[config.mk]
export PLATFORM = sky130hd
export DESIGN_NAME = tx_word_gen
export DESIGN_NICKNAME = d
export VERILOG_FILES = /design/src/rtl/tx_word_gen.sv
export SDC_FILE = /design/constraint.sdc
export NUM_CORES = 1
export LEC_CHECK = 0
export ABC_AREA = 1
export CORE_MARGIN = 2
export CORE_UTILIZATION = 56
export CTS_BUF_LIST = sky130_fd_sc_hd__clkbuf_2
export CTS_CLUSTER_SIZE = 40
export DETAILED_ROUTE_END_ITERATION = 7
export GPL_TIMING_DRIVEN = 1
export PLACE_DENSITY = 0.83
export SKIP_LAST_GASP = 1
export SLEW_MARGIN = 20
export SYNTH_ARGS = -nofsm -noshare
export SYNTH_HDL_FRONTEND = slang
export SYNTH_SLANG_ARGS = --single-unit
[constraint.sdc]
create_clock -name clk160 -period 2.31 [get_ports clk160]
set_input_delay 0.693 -clock clk160 [delete_from_list [all_inputs] [get_ports clk160]]
set_output_delay 0.693 -clock clk160 [all_outputs]
set_load 0.02 [all_outputs]
[src/rtl/tx_word_gen.sv]
// Transmit word source for a serial link output: idle/PRBS7/user/ramp sources,
// a fixed-length training burst, bit-granular rotation and single-word error injection.
module tx_word_gen #(
   parameter int          COUNTER_WIDTH = 32,
   parameter logic [7:0]  TRAIN_WORD    = 8'hB5
) (
   input  logic                     clk160,
   input  logic                     rstb,
   input  logic [1:0]               mode,
   input  logic [7:0]               idle_word,
   input  logic [7:0]               tx_data,
   input  logic                     tx_valid,
   output logic                     tx_ready,
   input  logic [2:0]               bit_shift,
   input  logic                     inject_error,
   input  logic                     train_start,
   input  logic [15:0]              train_len,
   output logic                     training_active,
   input  logic                     reset_counters,
   output logic [7:0]               D_OUT,
   output logic [COUNTER_WIDTH-1:0] word_counter,
   output logic [COUNTER_WIDTH-1:0] underflow_counter
);

   typedef enum logic {RUN = 1'b0, TRAIN = 1'b1} state_t;

   state_t      state;
   logic [15:0] train_cnt;
   logic [7:0]  s1;
   logic [7:0]  prev;
   logic [7:0]  ramp;
   logic [6:0]  lfsr;
   logic [6:0]  lfsr_next;
   logic [7:0]  prbs_word;
   logic [7:0]  src;
   logic [15:0] window;
   logic        run;
   logic        underflow;

   assign run       = (state == RUN);
   assign underflow = run && (mode == 2'd2) && !tx_valid;
   assign tx_ready  = run && (mode == 2'd2);
   assign window    = {prev, s1} >> bit_shift;

   // Eight LFSR steps per word; the first generated bit lands in bit 7.
   always_comb begin
      logic nb;
      nb        = 1'b0;
      lfsr_next = lfsr;
      prbs_word = 8'h00;
      for (int i = 0; i < 8; i++) begin
         nb             = lfsr_next[6] ^ lfsr_next[5];
         prbs_word[7-i] = nb;
         lfsr_next      = {lfsr_next[5:0], nb};
      end
   end

   always_comb begin
      src = idle_word;
      if (!run) begin
         src = TRAIN_WORD;
      end else begin
         case (mode)
            2'd0:    src = idle_word;
            2'd1:    src = prbs_word;
            2'd2:    src = tx_valid ? tx_data : idle_word;
            2'd3:    src = ramp;
            default: src = idle_word;
         endcase
      end
   end

   // Burst controller; training_active is the registered image of state.
   always_ff @(posedge clk160 or negedge rstb) begin
      if (!rstb) begin
         state           <= RUN;
         train_cnt       <= 16'd0;
         training_active <= 1'b0;
      end else begin
         case (state)
            RUN: begin
               if (train_start && (train_len != 16'd0)) begin
                  state           <= TRAIN;
                  train_cnt       <= train_len;
                  training_active <= 1'b1;
               end
            end
            TRAIN: begin
               train_cnt <= train_cnt - 16'd1;
               if (train_cnt == 16'd1) begin
                  state           <= RUN;
                  training_active <= 1'b0;
               end
            end
            default: begin
               state           <= RUN;
               training_active <= 1'b0;
            end
         endcase
      end
   end

   always_ff @(posedge clk160 or negedge rstb) begin
      if (!rstb) begin
         s1    <= 8'h00;
         prev  <= 8'h00;
         D_OUT <= 8'h00;
         lfsr  <= 7'h7F;
         ramp  <= 8'h00;
      end else begin
         s1    <= src ^ {7'b0, inject_error && run};
         prev  <= s1;
         D_OUT <= window[7:0];
         if (run && (mode == 2'd1)) lfsr <= lfsr_next;
         if (run && (mode == 2'd3)) ramp <= ramp + 8'd1;
      end
   end

   // Saturating counters; a clear wins over a same-cycle increment.
   always_ff @(posedge clk160 or negedge rstb) begin
      if (!rstb) begin
         word_counter      <= '0;
         underflow_counter <= '0;
      end else if (reset_counters) begin
         word_counter      <= '0;
         underflow_counter <= '0;
      end else begin
         if (run && (word_counter != '1))
            word_counter <= word_counter + COUNTER_WIDTH'(1);
         if (underflow && (underflow_counter != '1))
            underflow_counter <= underflow_counter + COUNTER_WIDTH'(1);
      end
   end

endmodule

**After elaboration in Yosys (flattened, before gate mapping)**

Cells that the tools add are included.

- $add $sub $neg: 4
- Equal/unequal tests: 8
- Shifts and indexed selects: 1
- Multiplexer cells: 15
- Bitwise gates (word level): 10
- Reductions and logical operators: 14

Operator list:

| operator | count |
|---|---|
| $mux 32 | 4 |
| $add 32x1->32 const B | 2 |
| $ne 32x32->1 const B | 2 |
| $pmux 16 s2 | 1 |
| $pmux 8 s4 | 1 |
| $eq 16x1->1 const B | 1 |
| $mux 16 | 1 |
| $mux 8 | 2 |
| $reduce_bool 16->1 | 1 |
| $shr 16x3->8 | 1 |
| $sub 16x1->16 const B | 1 |
| $add 8x1->8 const B | 1 |
| $logic_and 1x1->1 | 8 |
| $xor 1x1->1 | 8 |
| $xor 8x1->8 | 1 |
| $eq 2x2->1 const B | 2 |
| $mux 1 | 4 |
| $ne 2x1->1 const B | 2 |
| $pmux 1 s2 | 2 |
| $reduce_bool 2->1 | 2 |
| $eq 2x1->1 const B | 1 |
| $logic_not 2->1 | 1 |
| $reduce_and 2->1 | 1 |
| $logic_not 1->1 | 1 |
| $not 1->1 | 1 |

- Input bits: 43
- Output and inout bits: 74
- Logic and storage cells: 62
- Register bits: 121

**Longest topological paths before layout**

Gate-level depths: netlist of the first run.

- Depth in word-level cells: 6
- Depth in mapped cells: 13
- Depth with buffers taken out: 11

**Worst setup path after synthesis of the first run**

Ideal clock, no wire load.

- Path kind: input-to-reg
- From: input mode[0]
- To: register underflow_counter[6]
- Data required time: 2.192 ns
- Slack: 0.231 ns
- Stages on the path: 12
- Path buffers: 2
- Arrival: 1.961 ns
- Library setup time: 0.118 ns
- Cell sequence: inv_1 nand2_1 nor2_1 nand2_1 inv_1 nand2_2 nand2_4 inv_2 buf_6 buf_8 nand2_1 nand2_1

- Word-level cells in the longest chain between the ends: 5

RTL lines:

| element | RTL line | RTL |
|---|---|---|
| from (decl) | 9 | `input logic [1:0] mode,` |
| $eq 2x2->1 | -- |  |
| $logic_and 1x1->1 | -- |  |
| net tx_ready | 13 | `output logic tx_ready,` |
| $logic_and 1x1->1 | 41 | `assign underflow = run && (mode == 2'd2) && !tx_valid;` |
| $logic_and 1x1->1 | 130 | `if (underflow && (underflow_counter != '1))` |
| $reduce_bool 2->1 (no source line) | -- |  |
| to (signal assigned) | 131 | `underflow_counter <= underflow_counter + COUNTER_WIDTH'(1);` |
| to (decl) | 22 | `output logic [COUNTER_WIDTH-1:0] underflow_counter` |

The timed path passes the listed nets, and every way through them passes these cells.
A chain may end at the register's enable or synchronous reset.

**Worst setup path after layout of the first run**

- From: input mode[0]
- To: output tx_ready

- Word-level cells in the longest chain between the ends: 2

RTL lines:

| element | RTL line | RTL |
|---|---|---|
| $eq 2x2->1 | 42 | `assign tx_ready = run && (mode == 2'd2);` |
| $logic_and 1x1->1 | 42 |  |
| to (decl) | 13 |  |

Every way passes these cells.

==> results of run 1 <==
[worst register-to-register path, delay by kind of cell (launching register included)]
| kind | cells | cell delay [ps] |
|---|---|---|
| adder cells (fa/ha/maj) | 1 | 270 |
| buffers and inverters | 1 | 200 |
| flip-flops | 1 | 450 |
| AND/OR/NAND/NOR | 9 | 1020 |
[metal layers]
layer  vias up  GRT usage, %
li1       3900             -
met1      3594         36.91
met2       297         46.66
met3        52         5.751
met4         0         9.044
met5         -             0
[cell usage after synthesis, types with 2 or more instances]
cell type	number
sky130_fd_sc_hd__buf_6	3
sky130_fd_sc_hd__a22oi_1	2
sky130_fd_sc_hd__mux2i_1	6
sky130_fd_sc_hd__clkbuf_1	12
sky130_fd_sc_hd__nand2_4	4
sky130_fd_sc_hd__nor2_4	3
sky130_fd_sc_hd__nand3b_1	2
sky130_fd_sc_hd__a21oi_1	17
sky130_fd_sc_hd__clkinv_1	3
sky130_fd_sc_hd__nor2_1	160
sky130_fd_sc_hd__nor2_2	2
sky130_fd_sc_hd__inv_1	86
sky130_fd_sc_hd__dfrtp_1	113
sky130_fd_sc_hd__ha_1	5
sky130_fd_sc_hd__o21ai_0	34
sky130_fd_sc_hd__nand2_1	417
sky130_fd_sc_hd__nand4_1	45
sky130_fd_sc_hd__dfstp_2	7
sky130_fd_sc_hd__a31oi_1	2
sky130_fd_sc_hd__o21a_1	2
sky130_fd_sc_hd__o2111ai_1	3
sky130_fd_sc_hd__buf_1	5
sky130_fd_sc_hd__nand3_1	94
sky130_fd_sc_hd__xor2_1	26
sky130_fd_sc_hd__o211ai_1	3
sky130_fd_sc_hd__nand2_2	5
sky130_fd_sc_hd__buf_2	9
sky130_fd_sc_hd__nor3_1	3
sky130_fd_sc_hd__or2_2	13
sky130_fd_sc_hd__mux2_2	3
sky130_fd_sc_hd__xnor2_1	12
[state kept, by name (all words and copies together), names as in the netlist]
name and count:
underflow_counter 32, lfsr 7, training_active 1, s1 8
train_cnt 16, prev 7, ramp 8, state 1
D_OUT 8, word_counter 32
[path summary, 6_finish.rpt]
path,from,end
max,mode[0],tx_ready
min,s1[1],prev[1]
max reg2reg,word_counter[0],word_counter[19]
min reg2reg,s1[1],prev[1]
max in group asynchronous,rstb,underflow_counter[9]
min in group asynchronous,rstb,D_OUT[6]
[layout make-up]
type                    count  area, sq um
clock buffers              20        100.1
clock inverters            12        132.6
fillers                  1118         3610
inverters                  91        346.6
multi-input cells         866         4015
flip-flops and latches    120         3074
well taps                 176        220.2
repair buffers            191         1692
[power by group through the flow]
stage	Clock, mW	Sequential [mW]	Combinational [mW]
floorplan	0	2.18	0.133
global placement	0	2.17	0.351
detailed placement	0	2.17	0.355
CTS	1.41	2.13	0.348
global route	1.53	2.13	0.385
finish	1.38	2.13	0.348
[logic make-up (layout without fill, tap and decap cells)]
kind of cell    Yosys count  count (layout)  share of synthesized area, %
compound gates           66              66                         4.906
xor+xnor                 38              38                         4.424
fa+ha+maj                 5               5                        0.8315
buf+inv                 121             314                         6.669
flops                   120             120                         40.03
mux                       9               9                         1.247
simple gates            748             748                         41.89
[repair_timing]
| item | 4_1_cts | 5_1_grt |
|---|---|---|
| setup buffers | 0 | 44 |
| endpoints found under the hold margin | 26 | 0 |
| gates resized for setup | 89 | 51 |
| hold buffers | 1 | 0 |
| endpoints found under the setup margin | 74 | 84 |
==> flow_metrics.env, run 1 <==
export IMPL_antenna_diode_count=0
export IMPL_drc_errors=0
export IMPL_reg2regPathDepth=11
export IMPL_critical_path_slowest_cell="sky130_fd_sc_hd__clkdlybuf4s50_1"
export IMPL_fin_worst_skew_ps=22.35
export IMPL_timing_critical_path_required_ps=1620
export IMPL_routed_wl_um=20070
export IMPL_share_of_final_layout_standard_cells_stronger_than_drive_strength_1_pct=15.08
export IMPL_tritoncts="built"
export IMPL_cts_max_path_buffers=2
export IMPL_syn2layout_area_growth_pct=27.34
export IMPL_gp_routability_congestion=0.9705
export IMPL_post_drt_via_cell_ratio=5.314
export IMPL_grt_overflow_total=0
export IMPL_synth_enable_flop_cells=0
export IMPL_syn_instance_count=1107
export IMPL_wl_met1_um=8538
export IMPL_hold_path_class="reg -> reg"
export IMPL_vdd_drop_max_v=0.0004371
export IMPL_syn_cell_area_sq_um=7523
export IMPL_finalSetupTns_ps=0
export IMPL_drt_antenna_violating_nets=0
export IMPL_num_rows=42
export IMPL_route_vias_total=7843
export IMPL_power_density_nw_per_um2=402.6
export IMPL_post_layout_total_power_mw=3.857
export IMPL_routed_wl_per_cell_um=13.59
export IMPL_design_final_nets=1335
export IMPL_drt_first_iter_violations=800
export IMPL_pwr_share_comb_pct=9.0
export IMPL_grt_pass1_vias=7170
export IMPL_status="finished clean"
export IMPL_grt_util_all_layers_pct=28.11
export IMPL_final_instance_count_excl_fill=1476
export IMPL_met3RoutedLength_um=1180
export IMPL_ys_top_cells_by_area="sky130_fd_sc_hd__dfrtp_1 38%, sky130_fd_sc_hd__nand2_1 21%, sky130_fd_sc_hd__nor2_1 8.0%"
export IMPL_starting_utilization_of_the_core_area_pct=57.04
export IMPL_cts_num_sinks=120
export IMPL_cts_reportedPaths_clkPinSlew_ps=160
export IMPL_synth_net_count=1155
export IMPL_antenna_found_initial=0
export IMPL_design_core_area_sq_um=13190
export IMPL_share_of_power_burned_in_the_clock_network_pct=35.8
export IMPL_die_height_um=119.9
export IMPL_highest_layer="met4"
export IMPL_switching_share_pct=25.72
export IMPL_final_core_util_pct=72.63
export IMPL_cellInternalPower_mw=2.865
export IMPL_critical_path_startpoint_type="primary input"
export IMPL_critPathMaxFanout=2
export IMPL_worst_skew_pair_late_latency_ps=700
export IMPL_die_width_um=119.9
export IMPL_pre_cts_ws_ps=-411.5
export IMPL_clock_tree_htree_level_count=4
export IMPL_grt_pass1_wl_um=32770
export IMPL_total_of_max_cap_violations=0
export IMPL_die_area_sq_um=14380
export IMPL_timing_critical_path_cells="clkdlybuf4s50_1, inv_1, nand2_1, nor2_2, buf_4"
export IMPL_cp_top_family="buffers and inverters"
export IMPL_first_pass_iters=8
export IMPL_dp_cells=1399
export IMPL_power_share_sequential_pct=55.1
export IMPL_netSwitchingPower_mw=0.9919
export IMPL_cts_buffers=17
export IMPL_synth_warnings=0
export IMPL_critical_path_max_stage_delay_ps=420
export IMPL_hold_depth=0
export IMPL_avgSynthCellArea_sq_um=6.796
export IMPL_mostFrequentLayoutCell="sky130_fd_sc_hd__nand2_1"
export IMPL_fin_worst_hold_slack_ps=395.5
export IMPL_end_kind="output port"
export IMPL_number_of_endpoints_with_negative_hold_slack_in_the_final_report=0
export IMPL_met2_length_um=9964
export IMPL_place_hpwl_um=14460
export IMPL_synthDistinctLibCells=37
export IMPL_synthDominantCellAreaShare_pct=37.59
export IMPL_critPathBufInv=3
export IMPL_placement_cell_area_sq_um=9020
export IMPL_grt_max_degree=38
export IMPL_ys_seq_area_share_pct=40.03
export IMPL_layout_setup_ws_ps=78.46
export IMPL_synthArstFlopShare_pct=100.0
export IMPL_timing_final_setup_violations=0
export IMPL_synth_top_cell_by_area="sky130_fd_sc_hd__dfrtp_1"
export IMPL_finalWorstPathRequiredPeriod_ps=2232
export IMPL_slew_headroom_pct=65.76
export IMPL_ioPinCount=117
export IMPL_timing_worst_slew_pin_value_ps=513.0
export IMPL_rrSetupSlack_ps=320
export IMPL_cts_root_buf="sky130_fd_sc_hd__clkbuf_2"
export IMPL_final_min_period_over_clock_period_pct=96.60
export IMPL_max_clock_freq_ghz=0.4481
export IMPL_postSynth_topFlopCell="sky130_fd_sc_hd__dfrtp_1"
export IMPL_slew_violations=0
export IMPL_synth_ff_latch_count=120
export IMPL_mostFrequentLayoutCells="417 x sky130_fd_sc_hd__nand2_1, 159 x sky130_fd_sc_hd__nor2_1, 94 x sky130_fd_sc_hd__nand3_1"
export IMPL_p_leak_nw=4.669
export IMPL_path_depth=5
export IMPL_place_port_buffers=116
export IMPL_arrival_ps=1540
export IMPL_crit_type="in -> out"
export IMPL_finalInstanceArea_sq_um=9580
(Power assumes the default switching activity.)
==> run 2, diff against run 1 <==
- TNS_END_PERCENT: default -> 1
- clock period: 2.31 -> 2.15 ns (I/O delays scaled with it)
==> flow_metrics.env, run 2 (synthesized netlist as in run 1, its figures left out) <==
export IMPL_grt_util_all_layers_pct=28.08
export IMPL_largest_registers="underflow_counter x32, word_counter x32, train_cnt x16"
export IMPL_timing_final_setup_violations=66
export IMPL_power_density_nw_per_um2=447.8
export IMPL_reg2regPathDepth=11
export IMPL_share_of_final_layout_standard_cells_stronger_than_drive_strength_1_pct=9.501
export IMPL_arrival_ps=1650
export IMPL_die_height_um=119.9
export IMPL_drc_errors=0
export IMPL_mostFrequentLayoutCells="417 x sky130_fd_sc_hd__nand2_1, 160 x sky130_fd_sc_hd__nor2_1, 100 x sky130_fd_sc_hd__dfrtp_1"
export IMPL_rsz_0062_raised_after_global_routing="true"
export IMPL_place_port_buffers=116
export IMPL_critPathMaxFanout=1
export IMPL_final_min_period_over_clock_period_pct=106.6
export IMPL_ioPinCount=117
export IMPL_starting_utilization_of_the_core_area_pct=57.04
export IMPL_cts_num_sinks=120
export IMPL_critical_path_slowest_cell="sky130_fd_sc_hd__clkdlybuf4s50_1"
export IMPL_vdd_drop_max_v=0.0002150
export IMPL_design_final_nets=1298
export IMPL_critPathBufInv=1
export IMPL_number_of_endpoints_with_negative_hold_slack_in_the_final_report=0
export IMPL_design_core_area_sq_um=13190
export IMPL_grt_overflow_total=0
export IMPL_post_drt_via_cell_ratio=5.284
export IMPL_drt_antenna_violating_nets=0
export IMPL_netSwitchingPower_mw=1.056
export IMPL_cts_reportedPaths_clkPinSlew_ps=170
export IMPL_rrSetupSlack_ps=190
export IMPL_finalWorstPathRequiredPeriod_ps=2292
export IMPL_cts_setup_buffers=0
export IMPL_gp_routability_congestion=0.9620
export IMPL_end_kind="output port"
export IMPL_die_width_um=119.9
export IMPL_pwr_share_comb_pct=9.3
export IMPL_tritoncts="built"
export IMPL_grt_pass1_wl_um=32690
export IMPL_drt_first_iter_violations=539
export IMPL_grt_max_degree=47
export IMPL_fillers=1154
export IMPL_grt_pass1_vias=7222
export IMPL_switching_share_pct=25.47
export IMPL_area_taken_by_flip_flops_and_latches_sq_um=3028
export IMPL_cellInternalPower_mw=3.091
export IMPL_routed_wl_um=19280
export IMPL_fin_worst_skew_ps=28.07
export IMPL_rr_startpoint="word_counter[1]"
export IMPL_antenna_found_initial=0
export IMPL_clock_tree_htree_level_count=4
export IMPL_mostFrequentLayoutCell="sky130_fd_sc_hd__nand2_1"
export IMPL_timing_critical_path_required_ps=1500
export IMPL_cts_max_path_buffers=2
export IMPL_place_hpwl_um=14290
export IMPL_crit_type="reg -> out"
export IMPL_slew_violations=0
export IMPL_routed_wl_per_cell_um=13.40
export IMPL_timing_worst_slew_pin_value_ps=495.9
export IMPL_first_pass_iters=7
export IMPL_path_depth=1
export IMPL_placement_cell_area_sq_um=9085
export IMPL_slew_headroom_pct=66.94
export IMPL_finalInstanceArea_sq_um=9260
export IMPL_cp_top_family="buffers and inverters"
export IMPL_failing_checks="setup timing"
export IMPL_max_clock_freq_ghz=0.4362
export IMPL_cts_root_buf="sky130_fd_sc_hd__clkbuf_2"
export IMPL_finalSetupTns_ps=-2661
export IMPL_num_rows=42
export IMPL_die_area_sq_um=14380
export IMPL_hold_path_class="in -> async"
export IMPL_critical_path_max_stage_delay_ps=590
export IMPL_antenna_diode_count=0
export IMPL_syn2layout_area_growth_pct=23.08
export IMPL_timing_critical_path_cells="clkdlybuf4s50_1"
export IMPL_cts_buffers=17
export IMPL_timing_rr_end="word_counter[8]"
export IMPL_power_share_sequential_pct=55.1
export IMPL_share_of_power_burned_in_the_clock_network_pct=35.6
export IMPL_worst_skew_pair_late_latency_ps=710
export IMPL_total_of_max_cap_violations=0
export IMPL_layout_setup_ws_ps=-142.4
export IMPL_p_leak_nw=4.568
export IMPL_critical_path_startpoint_type="flip-flop"
export IMPL_route_vias_total=7603
export IMPL_multiInputGateArea_sq_um=4010
export IMPL_status="finished, violations left"
## run 2: cell types whose count changed in the layout (fill, tap and decap cells not counted), moves of 7 or more
cell / change
sky130_fd_sc_hd__buf_4: -39
sky130_fd_sc_hd__dfrtp_1: +37
sky130_fd_sc_hd__dfrtp_2: -37
sky130_fd_sc_hd__clkdlybuf4s15_1: -9
sky130_fd_sc_hd__clkdlybuf4s50_1: +7
## run 2: stage by stage
step	instances	total power [mW]	util, %	hold slack, ps	worst slack (ps)
floorplan	1107	2.489	-	349.4	119.5
global placement	1406	2.708	68.88	362.7	-415.2
detailed placement	1406	2.712	68.88	365.0	-456.9
CTS	1439	4.188	70.21	279.5	-211.2
global route	1439	4.321	70.20	281.1	-242.5
finish	1439	4.147	70.20	330.2	-142.4
## run 2: worst max-delay path by stage
stage,from,endpoint
final,D_OUT[2],D_OUT[2]
after global placement,mode[1],tx_ready
after floorplan,mode[0],underflow_counter[6]
after detailed placement,mode[0],tx_ready
after CTS,D_OUT[6],D_OUT[6]
after global routing,D_OUT[2],D_OUT[2]
## run 2: area by class of cell
type                       instances  share of cell area, %
tap                              176                  2.378
multi-input combinational        866                  43.31
inverter                          91                  3.716
sequential                       120                  32.70
clock inverter                    12                  1.432
clock buffer                      20                  1.081
timing repair buffer             154                  15.39
## run 2: repair_timing
| item | in CTS | in global routing |
|---|---|---|
| hold buffers | 1 | 0 |
| gates resized for setup | 79 | 3 |
| setup endpoints to repair | 74 | 74 |
| hold endpoints to repair | 15 | 0 |
## run 2: worst reg2reg max path, delay by kind of cell (launching register included)
family / cells / cell delay, ps
adder cells (fa/ha/maj): 1 / 200
buffers and inverters: 1 / 250
flip-flops: 1 / 460
AND/OR/NAND/NOR: 9 / 980
## run 2: power by group through the flow
stage | Combinational, mW | Clock [mW] | Sequential (mW)
floorplan | 0.143 | 0 | 2.35
global placement | 0.381 | 0 | 2.33
detailed placement | 0.385 | 0 | 2.33
CTS | 0.387 | 1.51 | 2.29
global route | 0.425 | 1.61 | 2.29
finish | 0.384 | 1.48 | 2.29
## run 2: routing by layer
metal,track usage [%],wire (um),up-vias
met3,5.086,1006,46
met2,46.80,9308,265
li1,-,-,3830
met5,0,0,-
met1,35.76,8460,3462
met4,12.28,504,0
==> run 3, diff against run 2 <==
- CORE_MARGIN: 2 -> default
- GPL_ROUTABILITY_DRIVEN: default -> 0
==> flow_metrics.env, run 3 (synthesized netlist as in run 1, its figures left out) <==
export IMPL_crit_type="reg -> out"
export IMPL_slew_violations=0
export IMPL_vdd_drop_max_v=0.0002791
export IMPL_antenna_found_initial=1
export IMPL_critical_path_slowest_cell="sky130_fd_sc_hd__clkdlybuf4s50_1"
export IMPL_finalSetupTns_ps=-3109
export IMPL_status="finished, violations left"
export IMPL_grt_pass1_vias=7064
export IMPL_pwr_share_comb_pct=9.1
export IMPL_critPathMaxFanout=1
export IMPL_timing_final_setup_violations=67
export IMPL_finalWorstPathRequiredPeriod_ps=2311
export IMPL_timing_critical_path_cells="clkdlybuf4s50_1"
export IMPL_arrival_ps=1670
export IMPL_rr_startpoint="word_counter[0]"
export IMPL_die_width_um=117.9
export IMPL_num_rows=41
export IMPL_place_hpwl_um=14260
export IMPL_startpoint="D_OUT[6]"
export IMPL_largest_registers="underflow_counter x32, word_counter x32, train_cnt x16"
export IMPL_drc_errors=0
export IMPL_hold_path_class="in -> async"
export IMPL_timing_rr_end="word_counter[14]"
export IMPL_critical_path_startpoint_type="flip-flop"
export IMPL_cts_max_path_buffers=2
export IMPL_grt_max_degree=43
export IMPL_design_final_nets=1299
export IMPL_drt_first_iter_violations=755
export IMPL_critPathBufInv=1
export IMPL_final_min_period_over_clock_period_pct=107.5
export IMPL_cts_reportedPaths_clkPinSlew_ps=180
export IMPL_cp_top_family="buffers and inverters"
export IMPL_share_of_power_burned_in_the_clock_network_pct=35.7
export IMPL_netSwitchingPower_mw=1.054
export IMPL_switching_share_pct=25.45
export IMPL_grt_pass1_wl_um=31970
export IMPL_mostFrequentLayoutCells="417 x sky130_fd_sc_hd__nand2_1, 160 x sky130_fd_sc_hd__nor2_1, 98 x sky130_fd_sc_hd__dfrtp_1"
export IMPL_p_leak_nw=4.568
export IMPL_starting_utilization_of_the_core_area_pct=58.43
export IMPL_clock_tree_htree_level_count=4
export IMPL_die_height_um=117.9
export IMPL_cts_buffers=17
export IMPL_place_port_buffers=116
export IMPL_routed_wl_per_cell_um=13.36
export IMPL_cts_root_buf="sky130_fd_sc_hd__clkbuf_2"
export IMPL_syn2layout_area_growth_pct=23.10
export IMPL_routed_wl_um=19210
export IMPL_rrSetupSlack_ps=200
export IMPL_layout_setup_ws_ps=-160.9
export IMPL_design_core_area_sq_um=12880
export IMPL_max_clock_freq_ghz=0.4327
export IMPL_drt_antenna_violating_nets=0
export IMPL_ioPinCount=117
export IMPL_reg2regPathDepth=11
export IMPL_failing_checks="setup timing"
export IMPL_slew_headroom_pct=66.41
export IMPL_number_of_endpoints_with_negative_hold_slack_in_the_final_report=0
export IMPL_route_vias_total=7761
export IMPL_total_of_max_cap_violations=0
export IMPL_power_share_sequential_pct=55.2
export IMPL_rsz_0062_raised_after_global_routing="true"
export IMPL_timing_critical_path_required_ps=1500
export IMPL_grt_util_all_layers_pct=28.23
export IMPL_worst_skew_pair_late_latency_ps=720
export IMPL_timing_worst_slew_pin_value_ps=503.9
export IMPL_mostFrequentLayoutCell="sky130_fd_sc_hd__nand2_1"
export IMPL_first_pass_iters=8
export IMPL_cts_num_sinks=120
export IMPL_pre_cts_ws_ps=-444.1
export IMPL_die_area_sq_um=13900
export IMPL_fin_worst_skew_ps=20.73
export IMPL_tritoncts="built"
export IMPL_post_drt_via_cell_ratio=5.401
export IMPL_critical_path_max_stage_delay_ps=590
export IMPL_end_kind="output port"
export IMPL_fillers=1152
export IMPL_power_density_nw_per_um2=447.3
export IMPL_cellInternalPower_mw=3.088
export IMPL_share_of_final_layout_standard_cells_stronger_than_drive_strength_1_pct=9.818
export IMPL_grt_overflow_total=0
run 3: cell types whose count changed in the layout (fill, tap and decap cells not counted):
cell	before	now
sky130_fd_sc_hd__buf_12	5	4
sky130_fd_sc_hd__buf_4	33	35
sky130_fd_sc_hd__clkbuf_2	21	20
sky130_fd_sc_hd__clkdlybuf4s15_1	0	1
sky130_fd_sc_hd__clkinv_1	8	5
sky130_fd_sc_hd__clkinv_2	4	6
sky130_fd_sc_hd__dfrtp_1	100	98
sky130_fd_sc_hd__dfrtp_2	13	15
sky130_fd_sc_hd__diode_2	0	2
run 3: layout make-up:
class	instances	area, sq um	area share, %
multi-input cells	866	4010	43.30
flip-flops and latches	120	3030	32.72
repair buffers	155	1425	15.39
inverters	91	344.1	3.715
well taps	172	215.2	2.324
clock inverters	11	131.4	1.419
clock buffers	20	100.1	1.081
diodes	2	5.005	0.05404
run 3: metrics by stage:
stage,hold WS [ps],instances,utilization (%),area (sq um),total power [mW]
after floorplan,349.4,1107,-,7523,2.489
after global placement,369.9,1402,70.42,9067,2.703
after detailed placement,378.1,1402,70.42,9067,2.707
after CTS,335.4,1435,71.86,9253,4.174
after global routing,351.0,1437,71.93,9261,4.303
final,354.0,1437,71.93,9261,4.142
run 3: worst max path at each step:
stage                            to  slack (ps)  cells past startpoint
6_report                   D_OUT[6]        -160                      1
5_1_grt                    D_OUT[1]        -230                      1
4_1_cts                    D_OUT[6]        -200                      1
3_5_place_dp               tx_ready        -440                      5
3_3_place_gp               tx_ready        -410                      4
2_1_floorplan  underflow_counter[6]         120                     12
run 3: power by group through the flow:
| stage | Sequential (mW) | Clock, mW | Combinational (mW) |
|---|---|---|---|
| 4_1_cts | 2.29 | 1.51 | 0.382 |
| 3_5_place_dp | 2.33 | 0 | 0.379 |
| 6_report | 2.29 | 1.48 | 0.377 |
| 2_1_floorplan | 2.35 | 0 | 0.143 |
| 3_3_place_gp | 2.33 | 0 | 0.376 |
| 5_1_grt | 2.29 | 1.59 | 0.419 |
run 3: what timing repair did:
action | CTS | global route
buffers inserted | 1 | 0
gates resized for setup | 81 | 2
endpoints found under the hold margin | 24 | 0
endpoints found under the setup margin | 74 | 73
hold buffers | 1 | 0
run 3: routing by layer:
metal / up-vias / share of wire [%] / global-route usage [%]
met5: - / 0 / 0
met4: 0 / 2.2 / 10.82
met3: 63 / 7.0 / 5.087
met2: 320 / 48 / 47.61
met1: 3544 / 43 / 35.95
li1: 3834 / - / -
==> RTL edit (settings of run 1) <==
Register the input `mode` before use, without a reset. The logic sees it one clock later. The other inputs are not delayed to match.
--- a/src/rtl/tx_word_gen.sv
+++ b/src/rtl/tx_word_gen.sv
@@ -24,6 +24,12 @@
 
    typedef enum logic {RUN = 1'b0, TRAIN = 1'b1} state_t;
 
+   logic [1:0] mode_q;
+
+   always_ff @(posedge clk160) begin
+      mode_q <= mode;
+   end
+
    state_t      state;
    logic [15:0] train_cnt;
    logic [7:0]  s1;
@@ -38,8 +44,8 @@
    logic        underflow;
 
    assign run       = (state == RUN);
-   assign underflow = run && (mode == 2'd2) && !tx_valid;
-   assign tx_ready  = run && (mode == 2'd2);
+   assign underflow = run && (mode_q == 2'd2) && !tx_valid;
+   assign tx_ready  = run && (mode_q == 2'd2);
    assign window    = {prev, s1} >> bit_shift;
 
    // Eight LFSR steps per word; the first generated bit lands in bit 7.
@@ -60,7 +66,7 @@
       if (!run) begin
          src = TRAIN_WORD;
       end else begin
-         case (mode)
+         case (mode_q)
             2'd0:    src = idle_word;
             2'd1:    src = prbs_word;
             2'd2:    src = tx_valid ? tx_data : idle_word;
@@ -111,8 +117,8 @@
          s1    <= src ^ {7'b0, inject_error && run};
          prev  <= s1;
          D_OUT <= window[7:0];
-         if (run && (mode == 2'd1)) lfsr <= lfsr_next;
-         if (run && (mode == 2'd3)) ramp <= ramp + 8'd1;
+         if (run && (mode_q == 2'd1)) lfsr <= lfsr_next;
+         if (run && (mode_q == 2'd3)) ramp <= ramp + 8'd1;
       end
    end
 
Formal check against the unedited RTL: not equivalent (Yosys sat finds a counterexample within 4 cycles, from zero or initial values and one cycle with rstb low).
==> RTL edit against run 1 <==
Routed wire length fell by 1.4%. Largest power group unchanged. Setup slack worse by 0.86 ps. Sequential share of layout area increased by 0.44 points. First-iteration DRC count down 20%. Design area is 0.16% lower. Die area down 0.82%. Synthesized area fell by 0.85%. Total power increased by 0.60%. Critical endpoint is now word_counter[16]. Sequential cell count grew 2. Maximum frequency about the same. Highest routed layer unchanged.
==> RTL edit: results (changes against run 1) <==
cells_and_area:
  n_fill_cell: 1123  # +0.45%
  layout-drive-gt1-share_pct: 15.6  # +0.56 points
  reg.largest.list: "underflow_counter (32), word_counter (32), train_cnt (16)"
place:
  routabilityCongestion: 0.908  # -6.5%
  place_area_sq_um: 8920  # -1.1%
  dp_hpwl_microns: 14100  # -2.7%
  pre_cts_ws_ps: 142  # +554 ps
routing:
  first_iter_violations: 639  # -20%
  wl_per_cell_microns: 13.5  # -0.83%
  via_count: 7795  # -0.61%
  routed_via_density: 5.31  # about the same
power_and_ir_drop:
  vdd_drop_max_mv: 0.195  # -55%
  p_clk_share_pct: 36.4  # +0.6 points
  p_leak_nw: 4.68  # +0.20%
setup_path:
  r2r_setup_slack_ps: 240  # -80 ps
  critical_path.slowest_cell: "dfrtp_2"
  rr_startpoint: "word_counter[1]"
  critPathTopFamily: "flip-flops"
  rr_endpoint: "word_counter[11]"
  cp_max_fo: 3  # +1
status:
  status: "completed"
sta:
  whs_ps: 363  # -32.1 ps
  maxSlewHeadroom_pct: 65.1  # -0.66 points
  clock_skew_ps: 32.8  # +10.5 ps
yosys:
  synthTopCellsByArea: "dfrtp_1, nand2_1, nor2_1"
  synth_common_cells: "nand2_1, nor2_1, dfrtp_1"
  yosys.cell_types.count: 38  # +2.7%
  synth-async-reset-ratio_pct: 98.4  # -1.6 points
  seq_area_frac_synth_pct: 40.9  # +0.88 points
  muxShareOfSynthArea_pct: 1.41  # +0.16 points
  synth-xor-area-share_pct: 4.46  # +0.038 points
  syn_area_per_cell_sq_um: 6.86  # +0.98%
grt:
  grt_pass1_wl_microns: 32300  # -1.5%
  grt_max_degree: 49  # +29%
clocking:
  clkLatencyLatePin_ps: 740  # +40 ps
  cts_max_path_buffers: 2  # unchanged
hold_path:
  hold_class: "in2async"
==> RTL edit: changes by cell type after synthesis, moves of 2 or more <==
cell	delta
nor2_1	+2
xnor2_1	-3
inv_1	-3
nand4_1	-6
o21a_1	+2
nand3_1	-5
a21oi_1	+2
buf_2	-4
xor2_1	+3
or2_2	-2
nand2_1	-3
o21ai_0	-8
dfxtp_1	+2
==> RTL edit: final cells by class <==
cell class	instances	area, sq um	area share [%]
repair buffers	200	1730	18.0
flip-flops and latches	122	3110	32.5
inverters	88	335	3.51
multi-input cells	850	3940	41.2
clock buffers	21	105	1.10
clock inverters	11	130	1.36
well taps	176	220	2.30
==> RTL edit: layer usage <==
| layer | GRT usage, % | routed length [microns] | vias up | part of all wire [%] |
|---|---|---|---|---|
| met5 | 0 | 0 | - | 0 |
| met4 | 10.4 | 449 | 0 | 2.3 |
| met3 | 5.51 | 1130 | 48 | 5.7 |
| met2 | 47.8 | 9850 | 277 | 50 |
| met1 | 34.4 | 8360 | 3627 | 42 |
| li1 | - | - | 3843 | - |
==> RTL edit: what timing repair did <==
action | CTS | global route
endpoints found under the hold margin | 16 | 0
setup endpoints to repair | 74 | 58
hold buffers | 1 | 0
resized for setup | 95 | 44
setup buffers | 3 | 54
==> RTL edit: worst max path at each step <==
| stage | slack, ps | to |
|---|---|---|
| after floorplan | 400 | underflow_counter[16] |
| after global placement | 200 | underflow_counter[11] |
| after detailed placement | 140 | underflow_counter[10] |
| after CTS | -140 | tx_ready |
| after global routing | -10 | underflow_counter[7] |
| final | 80 | word_counter[16] |
